File: src/rtl/neopix_decoder.sv
// neopix_decoder: WS2812 (NeoPixel) bitstream receiver.
// Synchronizes din_i, times each high pulse to recover 0/1 bits, assembles
// 24-bit GRB words MSB-first and hands them out over a valid/ready pair.
// A long low gap ends a frame (latch_o). Over-long pulses, partial pixels at
// latch time and pixels dropped under back-pressure set the sticky err_o.
// Optional feature macro: NEOPIX_DECODER_FRAME_LEN_EN enables the per-frame
// pixel counter behind frame_len_o; without it frame_len_o is tied to 0.
module neopix_decoder #(
    parameter int SYSTEM_CLOCK  = 50000000,
    parameter int BIT_THRESH_NS = 600,
    parameter int LATCH_NS      = 50000,
    parameter int MAX_HIGH_NS   = 2000
) (
    input  logic        clk_i,
    input  logic        reset_ni,
    input  logic        din_i,
    output logic [23:0] pix_o,
    output logic        pix_valid_o,
    input  logic        pix_ready_i,
    output logic        latch_o,
    output logic        err_o,
    output logic [15:0] frame_len_o
);

    localparam int CLK_MHZ        = SYSTEM_CLOCK / 1000000;
    localparam int BIT_THRESH_CYC = CLK_MHZ * BIT_THRESH_NS / 1000;
    localparam int LATCH_CYC      = CLK_MHZ * LATCH_NS / 1000;
    localparam int MAX_HIGH_CYC   = CLK_MHZ * MAX_HIGH_NS / 1000;
    localparam int LOW_W          = $clog2(LATCH_CYC + 1);
    localparam int HIGH_W         = $clog2(MAX_HIGH_CYC + 1);

    localparam logic [LOW_W-1:0]  LATCH_V      = LOW_W'(LATCH_CYC);
    localparam logic [LOW_W-1:0]  LATCH_M1_V   = LOW_W'(LATCH_CYC - 1);
    localparam logic [HIGH_W-1:0] BIT_THRESH_V = HIGH_W'(BIT_THRESH_CYC);
    localparam logic [HIGH_W-1:0] MAX_HIGH_V   = HIGH_W'(MAX_HIGH_CYC);

    typedef enum logic [1:0] {SYNC, LOW, HIGH, ERROR} state_t;

    logic [1:0]        rst_sync;
    logic              rst_n;
    logic              din_s1, din_s2, din_d;
    logic              rise, fall, low_full, bit_val;
    logic              word_done, latch_evt, err_evt;
    logic [LOW_W-1:0]  low_cnt;
    logic [HIGH_W-1:0] high_cnt;
    logic [4:0]        bit_cnt;
    logic [22:0]       shreg;
    logic [23:0]       word;
    state_t            state;

    // Reset asserts immediately, releases only after two clean clock edges.
    always_ff @(posedge clk_i or negedge reset_ni) begin
        if (!reset_ni) rst_sync <= 2'b00;
        else           rst_sync <= {rst_sync[0], 1'b1};
    end

    assign rst_n = rst_sync[1];

    // Two-flop synchronizer plus a delayed copy for edge detection.
    always_ff @(posedge clk_i or negedge rst_n) begin
        if (!rst_n) begin
            din_s1 <= 1'b0;
            din_s2 <= 1'b0;
            din_d  <= 1'b0;
        end else begin
            din_s1 <= din_i;
            din_s2 <= din_s1;
            din_d  <= din_s2;
        end
    end

    // Edge strobes and the events shared by the FSM and the pixel counter.
    always_comb begin
        rise      = din_s2 & ~din_d;
        fall      = ~din_s2 & din_d;
        low_full  = ~din_s2 && (low_cnt == LATCH_M1_V);
        bit_val   = (high_cnt >= BIT_THRESH_V);
        word      = {shreg, bit_val};
        word_done = (state == HIGH) && fall && (bit_cnt == 5'd23);
        latch_evt = (state == LOW) && low_full;
        err_evt   = (state == HIGH) && !fall && (high_cnt == MAX_HIGH_V);
    end

    // Consecutive-low counter; saturates at LATCH so a gap fires only once,
    // and a saturated count on entry to LOW means no latch until new bits.
    always_ff @(posedge clk_i or negedge rst_n) begin
        if (!rst_n)                low_cnt <= '0;
        else if (din_s2)           low_cnt <= '0;
        else if (low_cnt != LATCH_V) low_cnt <= low_cnt + 1'b1;
    end

    // Decoder FSM with registered outputs and the pixel handshake.
    always_ff @(posedge clk_i or negedge rst_n) begin
        if (!rst_n) begin
            state       <= SYNC;
            high_cnt    <= '0;
            bit_cnt     <= '0;
            shreg       <= '0;
            pix_o       <= '0;
            pix_valid_o <= 1'b0;
            latch_o     <= 1'b0;
            err_o       <= 1'b0;
        end else begin
            latch_o <= latch_evt;
            if (pix_valid_o && pix_ready_i) pix_valid_o <= 1'b0;
            case (state)
                SYNC: begin
                    if (low_full) state <= LOW;
                end
                LOW: begin
                    if (latch_evt) begin
                        if (bit_cnt != 5'd0) err_o <= 1'b1;
                        bit_cnt <= '0;
                    end else if (rise) begin
                        state    <= HIGH;
                        // the rise cycle is itself the first high cycle
                        high_cnt <= HIGH_W'(1);
                    end
                end
                HIGH: begin
                    if (fall) begin
                        state   <= LOW;
                        shreg   <= word[22:0];
                        bit_cnt <= (bit_cnt == 5'd23) ? 5'd0 : bit_cnt + 5'd1;
                        if (word_done) begin
                            if (!pix_valid_o || pix_ready_i) begin
                                pix_o       <= word;
                                pix_valid_o <= 1'b1;
                            end else begin
                                err_o <= 1'b1;
                            end
                        end
                    end else if (err_evt) begin
                        state   <= ERROR;
                        err_o   <= 1'b1;
                        bit_cnt <= '0;
                    end else begin
                        high_cnt <= high_cnt + 1'b1;
                    end
                end
                ERROR: begin
                    if (low_full) state <= LOW;
                end
                default: state <= SYNC;
            endcase
        end
    end

`ifdef NEOPIX_DECODER_FRAME_LEN_EN
    logic [15:0] pix_cnt;

    // Counts completed words (dropped ones too); an aborted frame restarts it.
    always_ff @(posedge clk_i or negedge rst_n) begin
        if (!rst_n) begin
            pix_cnt     <= '0;
            frame_len_o <= '0;
        end else if (latch_evt) begin
            frame_len_o <= pix_cnt;
            pix_cnt     <= '0;
        end else if (err_evt) begin
            pix_cnt <= '0;
        end else if (word_done && pix_cnt != 16'hFFFF) begin
            pix_cnt <= pix_cnt + 16'd1;
        end
    end
`else
    assign frame_len_o = '0;
`endif

endmodule

File: config.mk
export PLATFORM = sky130hd
export DESIGN_NAME = neopix_decoder
export DESIGN_NICKNAME = d
export VERILOG_FILES = /design/src/rtl/neopix_decoder.sv
export SDC_FILE = /design/constraint.sdc
export NUM_CORES = 1
export LEC_CHECK = 0
export CAP_MARGIN = 20
export CELL_PAD_IN_SITES_DETAIL_PLACEMENT = 0
export CELL_PAD_IN_SITES_GLOBAL_PLACEMENT = 1
export CORE_MARGIN = 10
export CORE_UTILIZATION = 48
export DETAILED_ROUTE_END_ITERATION = 8
export HOLD_SLACK_MARGIN = 0.08
export PLACE_DENSITY_LB_ADDON = 0.1
export SYNTH_ARGS = -nofsm -noshare
export SYNTH_HDL_FRONTEND = slang
export SYNTH_SLANG_ARGS = --single-unit
File: constraint.sdc
create_clock -name clk_i -period 5.77 [get_ports clk_i]
set_clock_uncertainty 0.15 [all_clocks]
set_input_delay 0.8655 -clock clk_i [delete_from_list [all_inputs] [get_ports clk_i]]
set_output_delay 0.8655 -clock clk_i [all_outputs]
set_load 0.005 [all_outputs]
Word-level counts from Yosys, hierarchy flattened
Index checks and enable logic that the tools add are counted.
Cells by class
  reductions and logical operators: 21
  add/sub/neg operators: 3
  equal/unequal tests: 17
  order comparisons: 1
  bitwise gates (word level): 4
  mux-type cells: 30
Operators by type and width (count)
  $mux 7: 4
  $mux 12: 2
  $mux 5: 4
  $pmux 7 s2: 1
  $add 12x1->12 const B: 1
  $eq 12x12->1 const B: 1
  $ne 12x12->1 const B: 1
  $mux 1: 11
  $mux 2: 5
  $ne 2x2->1 const B: 5
  $pmux 5 s2: 1
  $ne 3x3->1 const B: 3
  $reduce_and 4->1: 2
  $add 7x1->7 const B: 1
  $eq 7x7->1 const B: 1
  $ge 7x5->1 const B: 1
  $logic_and 1x1->1: 7
  $pmux 2 s3: 1
  $reduce_and 6->1: 1
  $add 5x1->5 const B: 1
  $eq 5x5->1 const B: 1
  $reduce_and 5->1: 1
  $reduce_bool 5->1: 1
  $eq 2x2->1 const B: 2
  12 further kinds: 17
Storage, ports and cells
  output and inout port bits: 43
  input port bits: 4
  flip-flop bits (word level): 81
  word-level logic and storage cells: 89

Depth between registers and ports, before layout
Gate-level depths: netlist of run 1.
  word-level depth: 8
  gate-level depth with buffers: 8
  mapped depth without buffers: 6

Worst setup path before layout of run 1
OpenSTA, ideal clock, no wires.
  kind: register to register
  from: reg state[0]
  to: reg bit_cnt[0]
  cell stages (with the launch flop): 8
  setup slack: 3792 ps
  path buffers: 1
  clock period less this slack: 1978 ps
  arrival time: 1703 ps
  library setup time: 125 ps
  cells stage by stage: dfrtp_1 > inv_1 > ha_1 > buf_2 > inv_1 > a311oi_2 > a21o_4 > mux2_4
On the way
  cells in the longest elaborated chain, start to end: 5
  elaborated cells on any way between the ends: 10
  classes of those cells: eq/ne: 4; mux: 1; reduce/logical: 5
RTL lines
  from (decl): RTL line 49  | state_t state;
  from (signal assigned): RTL line 95  | state <= SYNC;
  from (signal assigned): RTL line 108  | if (low_full) state <= LOW;
  from (signal assigned): RTL line 115  | state <= HIGH;
  $eq 2x2->1: RTL line 81, 106
  $logic_and 1x1->1 (2 in series): RTL line 81  | err_evt = (state == HIGH) && !fall && (high_cnt == MAX_HIGH_V);
  $ne 3x3->1 (no source line)
  $reduce_and 3->1 (no source line)
  to (signal assigned): RTL line 124  | bit_cnt <= (bit_cnt == 5'd23) ? 5'd0 : bit_cnt + 5'd1;
  to (decl): RTL line 46  | logic [4:0] bit_cnt;
Several ways; a longest one is shown, not always the timed one.
A chain may end at the register's enable or synchronous reset.

Final worst setup path of run 1
  from: reg state[0]
  to: reg pix_o[14]
On the way
  cells in the longest elaborated chain, start to end: 4
RTL lines
  $eq 2x2->1 *: RTL line 79, 106
  $logic_and 1x1->1 (2 in series): RTL line 79  | word_done = (state == HIGH) && fall && (bit_cnt == 5'd23);
  $reduce_and 4->1 (no source line) *
  to (signal assigned): RTL line 127  | pix_o <= word;
  to (decl): RTL line 17  | output logic [23:0] pix_o,
Mark *: on every way between the ends. The rest lies on a longest branch, timed or not.

==> impl_metrics.yaml, run 1 <==
floorplanning:
  die-area_sq_um: 12300
  boundaryPins: 47
  start_util_pct: 48.7
  fp-row-count: 33
  chipWidth_um: 111
  die_h_um: 111
  core_area_sq_um: 8130
clocking:
  clkTransAtPathRegs_ns: 0.08
  cts_resized: 0
  ctsHoldBuffers: 0
  clock-sinks: 81
  root_buffer: "clkbuf_8"
  cts_tree: "built"
  cts_buffers: 9
  post_cts_buffers: 0
  cts.path.max_buffers: 2
  clock_latency_ns: 0.35
  htreeDepth: 3
finish:
  insertedDiodeCount: 0
  multi_input_area_sq_um: 1680
  areaGrowthSynthToFinish_pct: 13.4
  layout.nets: 406
  layout_commonest_cell: "dfrtp_1"
  filler_cell_count: 717
  fin_area_sq_um: 4490
  seqCellArea_sq_um: 2030
  final_cell_mix: "dfrtp_1, nand2_1, clkdlybuf4s50_1, mux2_4, inv_1"
  drive_above_1_share_pct: 14.6
power_and_ir_drop:
  internal-power_uw: 857
  p_leak_nw: 2.22
  seq_power_share_pct: 53.3
  power.share.clock_pct: 44.6
  p_sw_share_pct: 20.9
  peakVddDrop_mv: 0.108
  power.density_nw_per_um2: 241
  combinationalPowerShare_pct: 2.1
  p_sw_uw: 227
synth:
  yosysWarnings: 0
  netlist_area_sq_um: 3960
  ys_seq_area_share_pct: 51.2
  dominantRegCellSynth: "dfrtp_1"
  synthCells: 365
  synth_edf_count: 0
  avgSynthCellArea_sq_um: 10.9
  yosys_register_bits: 81
  async_reset_ff_share_pct: 100
  synth_cell_types: 55
timing:
  fin_tns_setup_ns: 0
  worst_slack_ns: 2.33
  layout_min_cycle_time_ns: 3.44
  whs_ns: 0.0637
  tightestPinTransition_ns: 1.05
  finalSetupViolCount: 0
  slew-limit-headroom_pct: 30.1
  final-hold-violation-count: 0
  slew_viol_final: 0
  rsz0062_at_grt: "no"
  min_period_over_period_pct: 59.6
  max_freq_mhz: 291
detailed_routing:
  drt-initial-drc-count: 95
  wl_um: 7320
  drcViolationCount: 0
  final_antenna_net_count: 0
  post_drt_wl_per_cell_um: 14.6
  vias_per_cell: 5.09
  dr.pass1.iters: 4
  num_vias: 2557
placement:
  portBuffers: 30
  gp_congestion: 0.782
  place_ws_ns: 2.27
  place_area_sq_um: 4230
  hpwl_um: 4940
run:
  maxCapViolations: 0
worst_setup_path:
  start_kind: "register"
  worst-path-max-fanout: 25
  cp-end-kind: "register"
  critPathArrivalTime_ns: 3.52
  crit_required_ns: 5.85
  critPathKind: "reg2reg"
grt:
  use_met1_pct: 15.8
  grt_util_met2_pct: 17.8
  grt_pass1_vias: 2511
  gr-usage-met3_pct: 4.11
  grt_overflow: 0
  busiest_layer: "met2"
  grt_pass1_wl_um: 12400
  antenna_found_initial: 0
  globalRouteTotalUtil_pct: 11.9
  grt_max_degree: 80
hold_path:
  hold_path.class: "reg2async"
outcome:
  status: "complete, no violations"
-- cell usage after synthesis, types with 4 or more instances --
cell type   n  area (sq um)
dfrtp_1    81          2030
nand2_1    78           293
mux2_4     21           315
inv_1      20          75.1
buf_4      18           135
nor2_1     14          52.6
ha_1       10           125
nand3_1    10          50.1
nand4_1     9          56.3
a21oi_1     8          40.0
nor3_1      8          40.0
xor2_1      8          70.1
o21ai_0     5          25.0
a31oi_1     4          25.0
and3_1      4          25.0
clkbuf_1    4          15.0
mux2_2      4          45.0
mux2i_1     4          40.0
o211ai_1    4          30.0
-- critical path: stages (launching register included) --
cell and delay, ns:
dfrtp_1 0.40, inv_1 0.08, ha_1 0.46, and3b_1 0.88, nand2_4 0.09, a21oi_4 0.83, mux2_2 0.41
-- per-layer routing --
metal,part of all wire [%],routed length [um],vias to the layer above
li1,-,-,1255
met1,49,3620,1249
met2,45,3260,47
met3,4.9,361,6
met4,1.0,76,0
met5,0,0,-
-- path summary, 6_finish.rpt --
path                                  startpoint  cells after the start  slack [ns]                     to
max                         state[0]$_DFFE_PN0P_                      6        2.33  pix_o[14]$_DFFE_PN0P_
min reg2reg                rst_sync[1]$_DFF_PN0_                      0        0.06   shreg[7]$_DFFE_PN0P_
max reg2reg                 state[0]$_DFFE_PN0P_                      6        2.33  pix_o[14]$_DFFE_PN0P_
max in group asynchronous               reset_ni                      1        4.81  rst_sync[1]$_DFF_PN0_
min in group clk_i              din_s1$_DFF_PN0_                      0        0.20       din_s2$_DFF_PN0_
min                        rst_sync[1]$_DFF_PN0_                      0        0.06   shreg[7]$_DFFE_PN0P_
-- logic make-up after synthesis --
group                    share of synthesized area (%)
adder cells (fa/ha/maj)                           3.16
flip-flops                                        51.2
AO/OA/AOI/OAI                                     6.82
XOR/XNOR                                          1.77
multiplexers                                      10.1
other                                            0.190
buffers and inverters                             7.93
AND/OR/NAND/NOR                                   18.9
-- sequential cells by signal (all words and copies together), names as in the netlist --
| signal | count |
|---|---|
| bit_cnt | 5 |
| din_d | 1 |
| din_s1 | 1 |
| din_s2 | 1 |
| err_o | 1 |
| high_cnt | 7 |
| latch_o | 1 |
| low_cnt | 12 |
| pix_o | 24 |
| pix_valid_o | 1 |
| rst_sync | 2 |
| shreg | 23 |
| state | 2 |
-- metrics by stage --
stage | power, mW | cells | util [%]
finish | 1.08 | 502 | 55.2
global route | 1.13 | 502 | 55.2
CTS | 1.09 | 501 | 54.9
detailed placement | 0.610 | 485 | 51.9
global placement | 0.610 | 485 | 51.9
floorplan | 0.611 | 380 | -
-- power groups by stage --
| stage | Clock (mW) | Sequential [mW] | Combinational [mW] |
|---|---|---|---|
| after floorplan | 0 | 0.591 | 0.0198 |
| after global placement | 0 | 0.598 | 0.0124 |
| after detailed placement | 0 | 0.598 | 0.0125 |
| after CTS | 0.495 | 0.586 | 0.0127 |
| after global routing | 0.523 | 0.580 | 0.0270 |
| final | 0.483 | 0.578 | 0.0227 |
-- area by class of cell --
type,instances,share of cell area [%]
flip-flops and latches,81,45.2
multi-input cells,247,37.3
repair buffers,32,7.47
clock buffers,12,3.68
well taps,105,2.92
inverters,21,1.75
clock inverters,4,1.64
No activity file was read; power rests on OpenSTA's default activity.
==> inputs of run 2 (changes only) <==
--- a/config.mk
+++ b/config.mk
@@ -9,7 +9,7 @@
 export CELL_PAD_IN_SITES_DETAIL_PLACEMENT = 0
 export CELL_PAD_IN_SITES_GLOBAL_PLACEMENT = 1
 export CORE_MARGIN = 10
-export CORE_UTILIZATION = 48
+export CORE_UTILIZATION = 40
 export DETAILED_ROUTE_END_ITERATION = 8
 export HOLD_SLACK_MARGIN = 0.08
 export PLACE_DENSITY_LB_ADDON = 0.1
==> constraint.sdc (replaced) <==
create_clock -name clk_i -period 2.9 [get_ports clk_i]
set_clock_uncertainty 0.15 [all_clocks]
set_input_delay 0.435 -clock clk_i [delete_from_list [all_inputs] [get_ports clk_i]]
set_output_delay 0.435 -clock clk_i [all_outputs]
set_load 0.005 [all_outputs]
==> run 2 against run 1 <==
Register-to-register slack worse by 1.8 ns. Fmax grew 44%. Total power is 99% higher. Largest cell class unchanged. Largest power group unchanged.
==> impl_metrics.yaml, run 2 (same netlist as run 1, synthesis figures left out) <==
outcome:
  status: "complete, no violations"
finish:
  areaGrowthSynthToFinish_pct: 15.1
  layout_commonest_cell: "dfrtp_1"
  regMostFlops: "pix_o"
  final_cell_mix: "dfrtp_1, nand2_1, clkdlybuf4s50_1, mux2_4, inv_1"
  layout.nets: 410
  largest_reg_flops: 24
  insertedDiodeCount: 0
  drive_above_1_share_pct: 15.2
  reg.largest.list: "pix_o x24, shreg x23, low_cnt x12"
detailed_routing:
  num_vias: 2587
  vias_per_cell: 4.84
  dr.pass1.iters: 4
  post_drt_wl_per_cell_um: 13.8
  wl_um: 7390
  drt-initial-drc-count: 111
  drcViolationCount: 0
  final_antenna_net_count: 0
timing:
  layout_min_cycle_time_ns: 2.39
  max_freq_mhz: 419
  worst_slack_ns: 0.515
  rsz0062_at_grt: "no"
  min_period_over_period_pct: 82.3
  slew-limit-headroom_pct: 55.9
  final-hold-violation-count: 0
  tightestPinTransition_ns: 0.662
  finalSetupViolCount: 0
  fin_tns_setup_ns: 0
  slew_viol_final: 0
grt:
  grt_pass1_wl_um: 12800
  grt_max_degree: 52
  globalRouteTotalUtil_pct: 10.7
  grt_overflow: 0
  grt_pass1_vias: 2595
  antenna_found_initial: 0
floorplanning:
  boundaryPins: 47
  die-area_sq_um: 14300
  start_util_pct: 40.7
  fp-row-count: 36
  core_area_sq_um: 9730
  die_h_um: 120
  chipWidth_um: 120
worst_setup_path:
  start_kind: "register"
  critPathKind: "reg2reg"
  critPathArrivalTime_ns: 2.48
  startpoint: "state[0]$_DFFE_PN0P_"
  crit_required_ns: 3.00
  worst-path-max-fanout: 12
  cp-end-kind: "register"
  r2r-start: "state[0]$_DFFE_PN0P_"
placement:
  hpwl_um: 4890
  place_ws_ns: 0.545
  portBuffers: 30
  gp_congestion: 0.784
clocking:
  clkTransAtPathRegs_ns: 0.09
  root_buffer: "clkbuf_8"
  cts.path.max_buffers: 2
  cts_buffers: 9
  clock-sinks: 81
  cts_tree: "built"
  clock_latency_ns: 0.35
  post_cts_buffers: 0
  htreeDepth: 3
power_and_ir_drop:
  p_sw_share_pct: 22.5
  seq_power_share_pct: 53.7
  power.share.clock_pct: 44.5
  combinationalPowerShare_pct: 1.8
  internal-power_mw: 1.67
  p_sw_uw: 486
  p_leak_nw: 2.23
  power.density_nw_per_um2: 473
  peakVddDrop_mv: 0.268
run:
  maxCapViolations: 0
hold_path:
  hold_path.class: "reg2async"
[run 2: cell count changes in the layout (fill, tap and decap cells not counted)]
cell / delta
dlygate4sd3_1: +1
inv_8: +1
buf_12: +2
clkbuf_8: -2
buf_4: +2
inv_6: +1
clkinv_4: +1
clkinv_2: -1
buf_16: -1
[run 2: critical path, cell delays in order, from the launching register on]
cell,delay [ns]
dfrtp_1,0.40
inv_1,0.09
ha_1,0.44
inv_1,0.25
a311oi_2,0.46
a21o_4,0.19
mux2_4,0.30
[run 2: repair_timing]
| action | 4_1_cts | 5_1_grt |
|---|---|---|
| hold endpoints to repair | 2 | 0 |
| endpoints found under the setup margin | 0 | 0 |
| hold buffers | 1 | 0 |
| resized for setup | 0 | 0 |
[run 2: stage by stage]
stage | instance area, sq um | utilization [%] | hold slack [ns] | std cells | power, mW
floorplan | 4020 | - | -0.0106 | 380 | 1.22
global placement | 4320 | 44.4 | 0.188 | 517 | 1.22
detailed placement | 4320 | 44.4 | 0.190 | 517 | 1.22
CTS | 4560 | 46.9 | 0.210 | 534 | 2.19
global route | 4560 | 46.9 | 0.218 | 534 | 2.25
finish | 4560 | 46.9 | 0.205 | 534 | 2.16
[run 2: layout make-up]
cell class,instances,area [sq um]
Fill cell,941,5170
Timing Repair Buffer,36,373
Multi-Input combinational cell,247,1680
Clock inverter,6,97.6
Sequential cell,81,2030
Clock buffer,10,138
Inverter,21,78.8
Tap cell,133,166
[run 2: path summary, 6_finish.rpt]
check	depth (start not counted)	to	slack [ns]
setup / recovery	6	bit_cnt[0]$_DFFE_PN0P_	0.51
hold / removal	0	pix_o[8]$_DFFE_PN0P_	0.21
setup reg to reg	6	bit_cnt[0]$_DFFE_PN0P_	0.51
hold reg to reg	0	pix_o[8]$_DFFE_PN0P_	0.21
max in group asynchronous	1	bit_cnt[4]$_DFFE_PN0P_	1.80
min in group clk_i	0	din_s2$_DFF_PN0_	0.21
[run 2: power groups by stage]
| stage | sequential [mW] | clock [mW] | combinational, mW |
|---|---|---|---|
| floorplan | 1.18 | 0 | 0.0393 |
| global placement | 1.18 | 0 | 0.0362 |
| detailed placement | 1.18 | 0 | 0.0369 |
| CTS | 1.16 | 0.996 | 0.0381 |
| global route | 1.16 | 1.04 | 0.0446 |
| finish | 1.16 | 0.960 | 0.0378 |
[run 2: metal layers]
metal  wire (um)  track usage, %  up-vias
met4          80            2.94        0
met2        3350            16.6       44
met1        3560            13.6     1270
met5           0               0        -
met3         406            4.41        9
li1            -               -     1264
==> inputs of run 3 (changes only) <==
--- a/config.mk
+++ b/config.mk
@@ -9,7 +9,7 @@
 export CELL_PAD_IN_SITES_DETAIL_PLACEMENT = 0
 export CELL_PAD_IN_SITES_GLOBAL_PLACEMENT = 1
 export CORE_MARGIN = 10
-export CORE_UTILIZATION = 40
+export CORE_UTILIZATION = 44
 export DETAILED_ROUTE_END_ITERATION = 8
 export HOLD_SLACK_MARGIN = 0.08
 export PLACE_DENSITY_LB_ADDON = 0.1
==> constraint.sdc (replaced) <==
create_clock -name clk_i -period 2.2 [get_ports clk_i]
set_clock_uncertainty 0.15 [all_clocks]
set_input_delay 0.33 -clock clk_i [delete_from_list [all_inputs] [get_ports clk_i]]
set_output_delay 0.33 -clock clk_i [all_outputs]
set_load 0.005 [all_outputs]
==> run 3 against run 2 <==
Fmax is 16% higher. Critical path depth unchanged. Non-clock buffer count increased by 14. Cell count shrank 2.1%. Final area up 0.49%. Global-route usage is 1.7 points higher. Critical path type unchanged.
==> impl_metrics.yaml, run 3 (same netlist as run 1, synthesis figures left out) <==
finish:
  regMostFlops: "pix_o"
  layout.nets: 424
  filler_cell_count: 810
  fin_cells: 523
  areaGrowthSynthToFinish_pct: 15.7
  utilization_pct: 52.3
  insertedDiodeCount: 0
  drive_above_1_share_pct: 18.3
  final_cell_mix: "dfrtp_1, nand2_1, clkdlybuf4s50_1, mux2_4, inv_1"
  largest_reg_flops: 24
  layout_commonest_cell: "dfrtp_1"
  reg.largest.list: "pix_o x24, shreg x23, low_cnt x12"
grt:
  grt_pass1_vias: 2687
  antenna_found_initial: 0
  grt_max_degree: 37
  grt_overflow: 0
  grt_pass1_wl_um: 13400
  globalRouteTotalUtil_pct: 12.4
timing:
  fin_tns_setup_ns: 0
  whs_ns: 0.139
  layout_min_cycle_time_ns: 2.06
  finalSetupViolCount: 0
  rsz0062_at_grt: "no"
  slew_viol_final: 0
  max_freq_mhz: 487
  final-hold-violation-count: 0
  min_period_over_period_pct: 93.4
floorplanning:
  chipWidth_um: 115
  die_h_um: 115
  boundaryPins: 47
  core_area_sq_um: 8760
  fp-row-count: 34
  die-area_sq_um: 13200
  start_util_pct: 45.2
clocking:
  post_cts_buffers: 0
  clock-sinks: 81
  cts.path.max_buffers: 2
  clock_latency_ns: 0.36
  cts_tree: "built"
  cts_buffers: 9
  htreeDepth: 3
  root_buffer: "clkbuf_8"
  clkTransAtPathRegs_ns: 0.09
detailed_routing:
  drcViolationCount: 0
  vias_per_cell: 5.05
  drt-initial-drc-count: 99
  wl_um: 7750
  num_vias: 2642
  post_drt_wl_per_cell_um: 14.8
  final_antenna_net_count: 0
  dr.pass1.iters: 4
outcome:
  status: "complete, no violations"
worst_setup_path:
  crit_required_ns: 2.36
  critPathArrivalTime_ns: 2.21
  slowest_stage: "or4_1"
  start_kind: "register"
  worst-path-max-fanout: 5
  max_stage_delay_ns: 0.48
  cp-end-kind: "register"
  crit_chain: "ha_1, and4b_1, buf_4, or4_1, a21oi_1, a211o_1"
  crit_family: "simple AND/OR/NAND/NOR gates"
  critPathKind: "reg2reg"
  critPathBufInv: 1
power_and_ir_drop:
  post-layout-total-power_mw: 2.66
  p_leak_nw: 2.28
  peakVddDrop_mv: 0.266
  power.density_nw_per_um2: 580
run:
  maxCapViolations: 0
hold_path:
  hold_path.class: "reg2async"
placement:
  portBuffers: 30
  dp_cells: 506
  hpwl_um: 5500
  gp_congestion: 0.825
-- run 3: cell count changes in the layout (fill, tap and decap cells not counted), sizes merged --
cell      before  now
clkbuf        10    9
clkinvlp       0    1
inv           23   26
bufinv         2    0
clkinv         2    1
buf            5   19
-- run 3: what timing repair did --
item                                    4_1_cts  5_1_grt
endpoints found under the setup margin        0        2
endpoints found under the hold margin         2        0
resized for setup                             0        1
hold buffers                                  1        0
-- run 3: cell type report --
cell class	count	area [sq um]	area share [%]
timing repair buffer	50	465	10.2
tap	108	135	2.95
clock inverter	7	70.1	1.53
inverter	21	78.8	1.72
multi-input combinational	247	1680	36.6
sequential	81	2030	44.3
clock buffer	9	124	2.70
-- run 3: final timing paths --
path	from	depth (start not counted)	end	slack (ns)
max	bit_cnt[0]$_DFFE_PN0P_	6	bit_cnt[3]$_DFFE_PN0P_	0.14
min	rst_sync[1]$_DFF_PN0_	0	high_cnt[6]$_DFFE_PN0P_	0.14
max reg2reg	bit_cnt[0]$_DFFE_PN0P_	6	bit_cnt[3]$_DFFE_PN0P_	0.14
min reg2reg	rst_sync[1]$_DFF_PN0_	0	high_cnt[6]$_DFFE_PN0P_	0.14
max in group asynchronous	rst_sync[1]$_DFF_PN0_	1	shreg[11]$_DFFE_PN0P_	1.16
min in group clk_i	din_s1$_DFF_PN0_	0	din_s2$_DFF_PN0_	0.20
-- run 3: metrics by stage --
stage | worst slack (ns) | cell area (sq um)
after floorplan | 0.222 | 4020
after global placement | 0.203 | 4380
after detailed placement | 0.152 | 4380
after CTS | 0.134 | 4580
after global routing | 0.0588 | 4580
final | 0.145 | 4580
-- run 3: layer usage --
metal | share of wire (%) | track usage, % | wire length (um)
met3 | 5.3 | 3.65 | 409
met5 | 0 | 0 | 0
met2 | 45 | 18.5 | 3460
met1 | 49 | 16.7 | 3770
met4 | 1.4 | 4.70 | 107
-- run 3: power breakdown --
part / internal, mW / switching, mW
combinational: 0.0212 / 0.0431
clock: 0.443 / 0.634
sequential: 1.50 / 0.0208
total: 1.96 / 0.698
